$ cat config.mk
export PLATFORM = sky130hd
export DESIGN_NAME = router_pkt_tx
export DESIGN_NICKNAME = d
export VERILOG_FILES = /design/src/rtl/router_pkt_tx.sv
export SDC_FILE = /design/constraint.sdc
export NUM_CORES = 1
export LEC_CHECK = 0
export ABC_AREA = 1
export BUFFER_PORTS_ARGS = -buffer_cell sky130_fd_sc_hd__clkbuf_2
export CAP_MARGIN = 0
export CORE_ASPECT_RATIO = 1.5
export CORE_MARGIN = 2
export CORE_UTILIZATION = 45
export DETAILED_ROUTE_END_ITERATION = 8
export HOLD_SLACK_MARGIN = 0.1
export PLACE_DENSITY = 0.63
export SYNTH_ARGS = -nofsm -noshare
export SYNTH_HDL_FRONTEND = slang
export SYNTH_SLANG_ARGS = --single-unit
$ cat constraint.sdc
create_clock -name clk -period 2 [get_ports clk]
set_clock_uncertainty 0.05 [all_clocks]
set_input_delay 0.6 -clock clk [delete_from_list [all_inputs] [get_ports clk]]
set_output_delay 0.6 -clock clk [all_outputs]
set_load 0.03 [all_outputs]
$ cat src/rtl/router_pkt_tx.sv
// Source-side packet transmitter for the router input port: header {len,dest}, payload
// bytes from a show-ahead source, then an even-parity byte, with busy-stall abort.
module router_pkt_tx #(
  parameter int BUSY_LIMIT = 32
) (
  input  logic       clk,
  input  logic       rst,
  input  logic       start,
  input  logic [1:0] dest,
  input  logic [5:0] len,
  input  logic [7:0] pld_data,
  input  logic       busy,
  output logic       pld_rd,
  output logic       pkt_valid,
  output logic [7:0] data_in,
  output logic       tx_busy,
  output logic       done,
  output logic       err
);

  typedef enum logic [1:0] {IDLE, HEADER, PAYLOAD, PARITY} state_t;

  localparam logic [5:0] STALL_LIMIT = 6'(BUSY_LIMIT);

  state_t      state_reg, state_next;
  logic [5:0]  rem_reg, rem_next;
  logic [7:0]  parity_reg, parity_next;
  logic [5:0]  stall_reg, stall_next;
  logic [7:0]  data_reg, data_next;
  logic        pkt_valid_reg, pkt_valid_next;
  logic        done_reg, done_next;
  logic        err_reg, err_next;

  always_ff @(posedge clk or negedge rst) begin
    if (!rst) begin
      state_reg     <= IDLE;
      rem_reg       <= '0;
      parity_reg    <= '0;
      stall_reg     <= '0;
      data_reg      <= '0;
      pkt_valid_reg <= 1'b0;
      done_reg      <= 1'b0;
      err_reg       <= 1'b0;
    end else begin
      state_reg     <= state_next;
      rem_reg       <= rem_next;
      parity_reg    <= parity_next;
      stall_reg     <= stall_next;
      data_reg      <= data_next;
      pkt_valid_reg <= pkt_valid_next;
      done_reg      <= done_next;
      err_reg       <= err_next;
    end
  end

  always_comb begin
    state_next     = state_reg;
    rem_next       = rem_reg;
    parity_next    = parity_reg;
    stall_next     = stall_reg;
    data_next      = data_reg;
    pkt_valid_next = pkt_valid_reg;
    done_next      = 1'b0;
    err_next       = 1'b0;
    pld_rd         = 1'b0;

    if (state_reg != IDLE && busy) begin
      // Stalled: everything holds; give up once the stall has lasted BUSY_LIMIT cycles
      if (stall_reg == STALL_LIMIT) begin
        pkt_valid_next = 1'b0;
        data_next      = '0;
        err_next       = 1'b1;
        stall_next     = '0;
        state_next     = IDLE;
      end else begin
        stall_next = stall_reg + 6'd1;
      end
    end else begin
      stall_next = '0;
      case (state_reg)
        IDLE: begin
          if (start) begin
            if (dest != 2'd3 && len != 6'd0) begin
              data_next      = {len, dest};
              parity_next    = {len, dest};
              rem_next       = len;
              pkt_valid_next = 1'b1;
              state_next     = HEADER;
            end else begin
              err_next = 1'b1;
            end
          end
        end
        HEADER, PAYLOAD: begin
          if (rem_reg != 6'd0) begin
            pld_rd      = 1'b1;
            data_next   = pld_data;
            parity_next = parity_reg ^ pld_data;
            rem_next    = rem_reg - 6'd1;
            state_next  = PAYLOAD;
          end else begin
            data_next      = parity_reg;
            pkt_valid_next = 1'b0;
            state_next     = PARITY;
          end
        end
        PARITY: begin
          data_next  = '0;
          done_next  = 1'b1;
          state_next = IDLE;
        end
        default: state_next = IDLE;
      endcase
    end
  end

  assign pkt_valid = pkt_valid_reg;
  assign data_in   = data_reg;
  assign tx_busy   = (state_reg != IDLE);
  assign done      = done_reg;
  assign err       = err_reg;

endmodule
# ---- Yosys cells after proc, flatten, opt, wreduce, memory -nomap -nowiden
# Cells that the tools add are included.
dict set report classes {
  n_mux 36
  addsub 2
  reduce_logical 12
  n_eq_ne 12
  bitwise_logic 2
}
# op count
set op_table {}
lappend op_table {{$mux 8} 6}
lappend op_table {{$mux 6} 5}
lappend op_table {{$pmux 8 s3} 1}
lappend op_table {{$mux 1} 16}
lappend op_table {{$pmux 8 s2} 1}
lappend op_table {{$pmux 6 s2} 1}
lappend op_table {{$reduce_bool 6->1} 2}
lappend op_table {{$reduce_and 5->1} 2}
lappend op_table {{$ne 3x3->1 const B} 3}
lappend op_table {{$mux 2} 4}
lappend op_table {{$ne 2x2->1 const B} 4}
lappend op_table {{$xor 8x8->8} 1}
lappend op_table {{$add 6x1->6 const B} 1}
lappend op_table {{$eq 6x6->1 const B} 1}
lappend op_table {{$pmux 2 s3} 1}
lappend op_table {{$sub 6x1->6 const B} 1}
lappend op_table {{$eq 2x2->1 const B} 2}
lappend op_table {{$reduce_bool 2->1} 2}
lappend op_table {{$reduce_and 3->1} 1}
lappend op_table {{$reduce_bool 3->1} 1}
lappend op_table {{$eq 2x1->1 const B} 1}
lappend op_table {{$logic_and 1x1->1} 2}
lappend op_table {{$logic_not 2->1} 1}
lappend op_table {{$ne 2x1->1 const B} 1}
lappend op_table {{other kinds (3)} 3}
dict set report word_totals {
  output_inout_bits 13
  regBits 33
  wordCells 72
  in_bits 20
}

# ---- Logic depth before layout (Yosys ltp)
# Gate-level depths: netlist of the first run.
dict set report depth {
  depth_word 6
  depth_mapped 12
  ltp_nobuf 12
}

# ---- Worst setup path after synthesis of the first run
# OpenSTA, ideal clock, no wires.
dict set report synth_path {
  kind {reg2out}
  start {register state_reg[0]}
  end {output pld_rd}
  required_time_ps 1350
  path_slack_ps 61
  stages_incl_launch_ff 9
  arrival_ps 1289
  path_buffers 0
  path_cell_list {dfrtp_1 inv_1 ha_1 inv_2 nand2_4 inv_1 nor2_1 nand2_1 inv_1}
}
dict set report synth_via {
  elab_cells_between_ends 7
  classes_between {eq/ne (2); mux (2); reduce/logical (3)}
}
# item line
set synth_rtl {}
lappend synth_rtl {{from (decl)} 25} ;# state_t state_reg, state_next;
lappend synth_rtl {{from (signal assigned)} 45} ;# state_reg <= state_next;
lappend synth_rtl {{$reduce_bool 2->1} --}
lappend synth_rtl {{via tx_busy} 16} ;# output logic tx_busy,
lappend synth_rtl {{$logic_and 1x1->1} 67} ;# if (state_reg != IDLE && busy) begin
lappend synth_rtl {{$mux 1} 67}
lappend synth_rtl {{to (decl)} 13} ;# output logic pld_rd,
# The timed path passes the listed nets, and every way through them passes these cells.

# ---- Final worst setup path of the first run
dict set report layout_path {
  start {register state_reg[1]}
  end {output pld_rd}
}
dict set report layout_via {
  elab_chain_cells 4
  elab_cells_between_ends 7
  classes_between {eq/ne (2); mux (2); reduce/logical (3)}
}
# item line
set layout_lines {}
lappend layout_lines {{$eq 2x1->1 / $eq 2x2->1 (equally long branches)} 80} ;# case (state_reg)
lappend layout_lines {{$reduce_or 2->1} 80}
lappend layout_lines {{$mux 1} 80}
lappend layout_lines {{$mux 1 (*)} 67}
# Mark *: on every way between the ends. The rest lies on a longest branch, timed or not.

==> results of run 1 <==
==> area by class of cell <==
cell class / count / share of cell area, %
inverter: 47 / 6.86
multi-input combinational: 210 / 40.2
tap: 48 / 2.27
sequential: 33 / 31.2
clock buffer: 5 / 2.60
timing repair buffer: 66 / 16.2
clock inverter: 3 / 0.662
==> cell families (layout without fill, tap and decap cells) <==
group / Yosys count / in the layout / synth area share, %
compound gates: 27 / 27 / 6.67
buf+inv: 55 / 121 / 11.0
fa+ha+maj: 6 / 6 / 3.64
simple gates: 170 / 171 / 36.2
flops: 33 / 33 / 40.0
xor+xnor: 6 / 6 / 2.55
==> routing by layer <==
layer  wire length, µm  vias to the layer above  GRT usage, %
li1                  -                     1048             -
met1              2170                      925          25.0
met2              2930                       45          42.7
met3               155                       10          3.57
met4               108                        0          8.68
met5                 0                        -             0
==> worst paths after layout <==
kind | endpoint | slack, ns | cells after the start | from
worst max-delay path | pld_rd | -0.07 | 7 | state_reg[1]
worst min-delay path | done | 0.28 | 2 | rst
worst max register to register | parity_reg[1] | 0.10 | 12 | state_reg[0]
worst min register to register | data_in[3] | 0.43 | 2 | data_in[3]
max in group asynchronous | data_in[3] | 1.32 | 2 | rst
min in group clk | data_in[3] | 0.43 | 2 | data_in[3]
==> power by group through the flow <==
stage / Sequential (mW) / Clock [mW] / Combinational (mW)
after floorplan: 1.24 / 0 / 1.74
after global placement: 1.10 / 0 / 2.54
after detailed placement: 1.10 / 0 / 2.55
after CTS: 1.09 / 0.514 / 2.92
after global routing: 1.12 / 0.541 / 3.56
final: 1.09 / 0.508 / 3.16
==> placed cells by master (no fill, tap or decap), drive strengths merged, types with 4 or more instances in the layout <==
master / count
nor2: 24
nand4: 9
xnor2: 4
nand2: 114
inv: 47
clkbuf: 36
dfrtp: 33
buf: 35
o21ai: 24
ha: 6
nand3: 20
==> through the flow <==
step | area (µm²) | hold WS [ns]
global route | 2650 | 0.326
floorplan | 2060 | 0.254
CTS | 2590 | 0.295
finish | 2650 | 0.275
global placement | 2320 | 0.407
detailed placement | 2320 | 0.414
==> repair_timing <==
item / in CTS / in global routing
buffers inserted: 19 / 5
hold buffers: 0 / 0
pin swaps: 5 / 7
setup endpoints to repair: 1 / 20
cloned: 0 / 1
resized for setup: 16 / 7
==> impl_metrics.toml, run 1 <==
[route]
drc_errors = 0
vias = 2028
routed_via_density = 4.92
wl_per_cell_um = 13.0
first_iter_violations = 61
ant_nets = 0
routed_wl_mm = 5.36
drtPass1Iterations = 4

[synth]
syn_area_mm2 = 0.00206
yosys-top-cells-count = "112 x nand2_1, 44 x inv_1, 33 x dfrtp_1"
avgSynthCellArea_um2 = 6.95
yosysUniqueCellTypes = 26
synth-main-ff-cell = "dfrtp_1"
synthCells = 297
synth-seq-cells = 33
synth-edff-count = 0
synth_top_area_cell = "dfrtp_1"
yosysSeqAreaShare_pct = 40.0
syn_nets = 323
async_flop_share_pct = 100
synth.top_cell.area_share_pct = 40.0
yosysMostFrequentCell = "nand2_1"
yosysWarnings = 0
synth_area_leaders = "dfrtp_1 40%, nand2_1 20%, inv_1 8.0%"

[sta]
fin_crit_ns = 2.07
tns_ns = -0.0697
relSlewSlack_pct = 66.7
tightest_slew_ns = 0.497
setup_viol = 1
finalHoldViolations = 0
layout_setup_ws_ns = -0.0697
period_share_pct = 103
rsz0062_at_grt = "yes"
drv_slew = 0
clock.fmax_mhz = 483

[setup_path]
start_kind = "flop"
crit_arrival_ns = 1.42
path_cells = "inv_2, ha_4, inv_2, nor2_4, nand2_2, inv_2, buf_8"
cp_top_family = "flip-flops"
critPathBufInv = 4
cp_slowest_cell = "dfrtp_1"
cp.required_ns = 1.35
endpoint_kind = "primary output"
crit_fanout = 3
critical_path_class = "reg2out"
cpPeakStageDelay_ns = 0.39
crit_top_cell = "inv_2"

[power_and_ir_drop]
p_switching_mw = 2.32
total_power_mw = 4.76
p_seq_share_pct = 22.9
p_per_area_mw_per_mm2 = 1800
ir_drop_uv = 678
p_int_mw = 2.43
pwr-share-comb_pct = 66.4
netSwitchingFraction_pct = 48.9
static-leakage-power_nw = 1.49
power_frac_clock_pct = 10.7

[cts]
path_clk_slew_ns = 0.07
root_buffer = "clkbuf_8"
clock-sinks = 33
clockBufferDepth = 2
cts_buffers = 5
clk_latency_ns = 0.29
htree_levels = 2
cts_tree = "built"

[die]
die_w_um = 59.3
rows = 30
ios = 33
die_area_mm2 = 0.00516
initial_core_util_pct = 46.2
core_area_mm2 = 0.00447
fp.dieH_um = 87.0

[status]
violations = "setup timing"
outcome = "finished, violations left"

[placed_design]
gp_congestion = 0.843
portBuffers = 32
dp_cells = 381
hpwl_mm = 3.72
dpl_worst_slack_ns = 0.105

[layout]
stdcell_count = 412
seq_area_um2 = 826
fill_cells = 417
multi_input_area_mm2 = 0.00106
insertedDiodeCount = 0
layout.nets = 389
final_util_pct = 59.2
area.growth.synth_to_final_pct = 28.1
drive_above_1_share_pct = 26.9

[flow_run]
drv_cap = 0

[global_routing]
grt_use_total_pct = 22.9
overflow = 0
antenna_found_initial = 0
grt_max_degree = 34
grt_pass1_wl_mm = 9.12
grt_pass1_vias = 2064

[min_path]
hp-class = "in2async"
Note: power is estimated with default switching activity, not from simulation.
==> run 2: changes to the inputs <==
--- a/config.mk
+++ b/config.mk
@@ -9,11 +9,11 @@
 export BUFFER_PORTS_ARGS = -buffer_cell sky130_fd_sc_hd__clkbuf_2
 export CAP_MARGIN = 0
 export CORE_ASPECT_RATIO = 1.5
-export CORE_MARGIN = 2
+export CORE_MARGIN = 4
 export CORE_UTILIZATION = 45
 export DETAILED_ROUTE_END_ITERATION = 8
 export HOLD_SLACK_MARGIN = 0.1
-export PLACE_DENSITY = 0.63
+export PLACE_DENSITY = 0.65
 export SYNTH_ARGS = -nofsm -noshare
 export SYNTH_HDL_FRONTEND = slang
 export SYNTH_SLANG_ARGS = --single-unit
==> impl_metrics.toml, run 2 (same netlist as run 1, synthesis figures left out) <==
[setup_path]
cpPeakStageDelay_ns = 0.37
cp_top_family = "flip-flops"
crit_arrival_ns = 1.37
cp.required_ns = 1.35
cp_slowest_cell = "dfrtp_1"
endpoint_kind = "primary output"
crit_fanout = 3
critical_path_class = "reg2out"
critPathBufInv = 4
start_kind = "flop"
path_cells = "inv_2, ha_4, inv_2, nor2_2, nand2_2, inv_2, buf_8"
crit_top_cell = "inv_2"

[power_and_ir_drop]
total_power_mw = 4.76
ir_drop_uv = 931
p_per_area_mw_per_mm2 = 1820
static-leakage-power_nw = 1.47

[layout]
drive_above_1_share_pct = 25.3
insertedDiodeCount = 0
final_area_mm2 = 0.00261
area.growth.synth_to_final_pct = 26.5
final_common_cell = "nand2_1"
layout.nets = 381
layout.cells.most_common_list = "111 x nand2_1, 35 x inv_1, 33 x dfrtp_1"

[status]
outcome = "finished, violations left"
violations = "setup timing"

[placed_design]
gp_congestion = 0.809
portBuffers = 32
dpl_worst_slack_ns = 0.0906
hpwl_mm = 3.70
place_area_mm2 = 0.00233

[route]
vias = 2012
drc_errors = 0
drtPass1Iterations = 4
first_iter_violations = 85
routed_via_density = 5.00
wl_per_cell_um = 13.2
ant_nets = 0
routed_wl_mm = 5.31

[global_routing]
overflow = 0
grt_pass1_vias = 2082
grt_use_total_pct = 19.6
grt_pass1_wl_mm = 8.97
grt_max_degree = 34
antenna_found_initial = 0

[die]
ios = 33
core_area_mm2 = 0.00432
fp.dieH_um = 91.0
rows = 29
initial_core_util_pct = 47.8
die_area_mm2 = 0.00576
die_w_um = 63.3

[min_path]
hp-class = "in2async"

[sta]
tns_ns = -0.0181
period_share_pct = 101
setup_viol = 1
fin_crit_ns = 2.02
clock.fmax_mhz = 496
rsz0062_at_grt = "yes"
hold_slack_ns = 0.288
drv_slew = 0
finalHoldViolations = 0
relSlewSlack_pct = 63.5
layout_setup_ws_ns = -0.0181
tightest_slew_ns = 0.545

[cts]
root_buffer = "clkbuf_8"
cts_buffers = 5
clk_latency_ns = 0.29
path_clk_slew_ns = 0.07
cts_tree = "built"
clock-sinks = 33
clockBufferDepth = 2
htree_levels = 2
hold_buffers = 0

[flow_run]
drv_cap = 0
## run 2: cell types whose count changed in the layout (fill, tap and decap cells not counted), sizes merged
cell and change:
clkbuf +2, clkinv -1, clkinvlp -1, buf -8
## run 2: stage by stage
stage               cells  util [%]
finish                402      60.5
global route          402      60.5
CTS                   396      59.1
detailed placement    378      53.9
global placement      378      53.9
floorplan             297         -
## run 2: what timing repair did
action                     4_1_cts  5_1_grt
cloned                           0        1
pin swaps                        5        6
setup buffers                   10        5
gates resized for setup         18        2
setup endpoints to repair        1       17
## run 2: final timing paths
path,from,endpoint,slack (ns),depth (start not counted)
worst max-delay path,state_reg[1],pld_rd,-0.02,7
max in group asynchronous,rst,data_in[2],1.31,2
worst min-delay path,rst,done,0.29,2
worst max register to register,rem_reg[0],parity_reg[7],0.11,12
min in group clk,pkt_valid,pkt_valid,0.43,2
worst min register to register,pkt_valid,pkt_valid,0.43,2
## run 2: layout make-up
cell class,instances,area [µm²]
Sequential cell,33,826
Clock buffer,7,96.3
Fill cell,408,1710
Inverter,47,179
Multi-Input combinational cell,210,1060
Clock inverter,1,5.00
Timing Repair Buffer,58,390
Tap cell,46,57.6
## run 2: power by group
part           switching [mW]  internal (mW)
Sequential              0.155          0.942
Clock                   0.244          0.311
Combinational            1.90           1.21
Total                    2.30           2.46
## run 2: routing by layer
metal	GRT usage (%)	part of all wire [%]	vias up
met5	0	0	-
li1	-	-	1031
met4	8.83	2.7	0
met1	22.3	41	916
met2	34.4	52	49
met3	4.44	4.3	16
## run 2: worst reg2reg max path, cell delays in order (launching register included)
cell     delay, ns
dfrtp_1       0.40
inv_2         0.08
ha_4          0.13
inv_2         0.04
nor2_4        0.09
buf_4         0.12
buf_4         0.11
nand4_1       0.12
nand2_1       0.29
nor2_4        0.08
buf_12        0.15
nand2_1       0.05
o21ai_1       0.05
==> run 3: changes to the inputs <==
--- a/config.mk
+++ b/config.mk
@@ -13,7 +13,8 @@
 export CORE_UTILIZATION = 45
 export DETAILED_ROUTE_END_ITERATION = 8
 export HOLD_SLACK_MARGIN = 0.1
-export PLACE_DENSITY = 0.65
+export PLACE_DENSITY = 0.67
+export SKIP_LAST_GASP = 1
 export SYNTH_ARGS = -nofsm -noshare
 export SYNTH_HDL_FRONTEND = slang
 export SYNTH_SLANG_ARGS = --single-unit
==> constraint.sdc (replaced) <==
create_clock -name clk -period 1.6 [get_ports clk]
set_clock_uncertainty 0.05 [all_clocks]
set_input_delay 0.48 -clock clk [delete_from_list [all_inputs] [get_ports clk]]
set_output_delay 0.48 -clock clk [all_outputs]
set_load 0.03 [all_outputs]
==> impl_metrics.toml, run 3 (same netlist as run 1, synthesis figures left out) <==
[status]
outcome = "finished, violations left"
violations = "setup timing"

[cts]
cts_tree = "built"
clockBufferDepth = 2
clk_latency_ns = 0.29
path_clk_slew_ns = 0.07
cts_buffers = 5
root_buffer = "clkbuf_8"
clock-sinks = 33
htree_levels = 2

[sta]
setup_viol = 28
tightest_slew_ns = 0.383
finalHoldViolations = 0
relSlewSlack_pct = 74.5
layout_setup_ws_ns = -0.365
tns_ns = -6.86
period_share_pct = 123
fin_crit_ns = 1.96
drv_slew = 0
rsz0062_at_grt = "yes"
clock.fmax_mhz = 509

[global_routing]
grt_pass1_wl_mm = 10.6
grt_max_degree = 22
antenna_found_initial = 0
grt_use_total_pct = 23.2
grt_pass1_vias = 2325
overflow = 0

[setup_path]
reg2reg_to = "parity_reg[6]"
endpoint_kind = "primary output"
critical_path_class = "reg2out"
crit_fanout = 3
cp.required_ns = 1.07
r2r_start = "state_reg[0]"
r2r_setup_slack_ns = -0.32
crit_arrival_ns = 1.43
r2r_cells = 13
start_kind = "flop"

[route]
routed_wl_mm = 6.16
routed_via_density = 5.05
drtPass1Iterations = 4
drc_errors = 0
first_iter_violations = 111
wl_per_cell_um = 14.6
ant_nets = 0
vias = 2131

[die]
die_area_mm2 = 0.00576
die_w_um = 63.3
core_area_mm2 = 0.00432
fp.dieH_um = 91.0
rows = 29
initial_core_util_pct = 47.8
ios = 33

[placed_design]
hpwl_mm = 4.15
gp_congestion = 0.825
dp_cells = 398
portBuffers = 32

[power_and_ir_drop]
ir_drop_uv = 1440
static-leakage-power_nw = 1.63
p_per_area_mw_per_mm2 = 2410

[layout]
insertedDiodeCount = 0
layout.cells.most_common_list = "103 x nand2_1, 36 x inv_1, 33 x dfrtp_1"
area.growth.synth_to_final_pct = 45.1
final_common_cell = "nand2_1"
stdcell_count = 422
layout.nets = 401
drive_above_1_share_pct = 33.5

[min_path]
hold_path_startpoint = "start"
hp-class = "in2reg"
whs_path_depth = 3
min_to = "err"

[flow_run]
drv_cap = 0
==> run 3: changes by cell type in the layout (fill, tap and decap cells not counted), sizes merged <==
cell,change
dlygate4sd3,+1
buf,+20
nor2,-1
bufinv,+2
clkbuf,-3
inv,+1
==> run 3: per-layer routing <==
metal | global-route usage [%] | up-vias | part of all wire, %
met1 | 24.6 | 992 | 38
met4 | 11.4 | 0 | 2.6
met3 | 4.44 | 13 | 3.9
met2 | 43.1 | 49 | 55
li1 | - | 1077 | -
met5 | 0 | - | 0
==> run 3: layout make-up <==
type | instances | area, µm²
well taps | 46 | 57.6
repair inverters | 1 | 6.26
clock buffers | 5 | 68.8
inverters | 47 | 194
fillers | 358 | 1320
repair buffers | 78 | 644
clock inverters | 3 | 65.1
flip-flops and latches | 33 | 826
multi-input cells | 209 | 1130
==> run 3: report_power, final <==
part / switching, mW / internal [mW] / total (mW)
clock: 0.333 / 0.619 / 0.951
combinational: 2.70 / 2.17 / 4.88
sequential: 0.202 / 1.18 / 1.38
total: 3.24 / 3.97 / 7.21
==> run 3: how the worst max path moves through the flow <==
stage | slack (ns) | end | start
floorplan | -0.007 | pld_rd | state_reg[1]
global placement | -0.13 | pld_rd | state_reg[1]
detailed placement | -0.14 | pld_rd | state_reg[0]
CTS | -0.36 | pld_rd | state_reg[0]
global route | -0.42 | pld_rd | state_reg[0]
finish | -0.36 | pld_rd | state_reg[0]
==> run 3: what timing repair did <==
item                       4_1_cts  5_1_grt
hold buffers                     1        0
gates resized for setup         33       15
setup endpoints to repair       26       28
gates cloned                     4        0
buffers inserted                12        4
pin swaps                        5       11
hold endpoints to repair        12        0
==> run 3: worst max-delay path: stages, from the launching register on <==
cell and delay, ns:
dfrtp_1 0.41, inv_2 0.10, ha_4 0.17, inv_6 0.04, nand2_4 0.06, inv_2 0.04
nor2_2 0.07, nand2_1 0.07, inv_2 0.07, buf_8 0.12
==> run 3: stage by stage <==
| step | utilization, % | hold slack (ns) | total power [mW] | cell area [µm²] | setup WS, ns |
|---|---|---|---|---|---|
| after detailed placement | 58.5 | 0.370 | 5.09 | 2520 | -0.138 |
| after global placement | 58.5 | 0.369 | 5.03 | 2520 | -0.128 |
| after floorplan | - | 0.134 | 3.86 | 2100 | -0.00715 |
| after global routing | 69.4 | 0.438 | 7.79 | 3000 | -0.421 |
| final | 69.4 | 0.409 | 7.21 | 3000 | -0.365 |
| after CTS | 68.9 | 0.383 | 7.14 | 2980 | -0.362 |
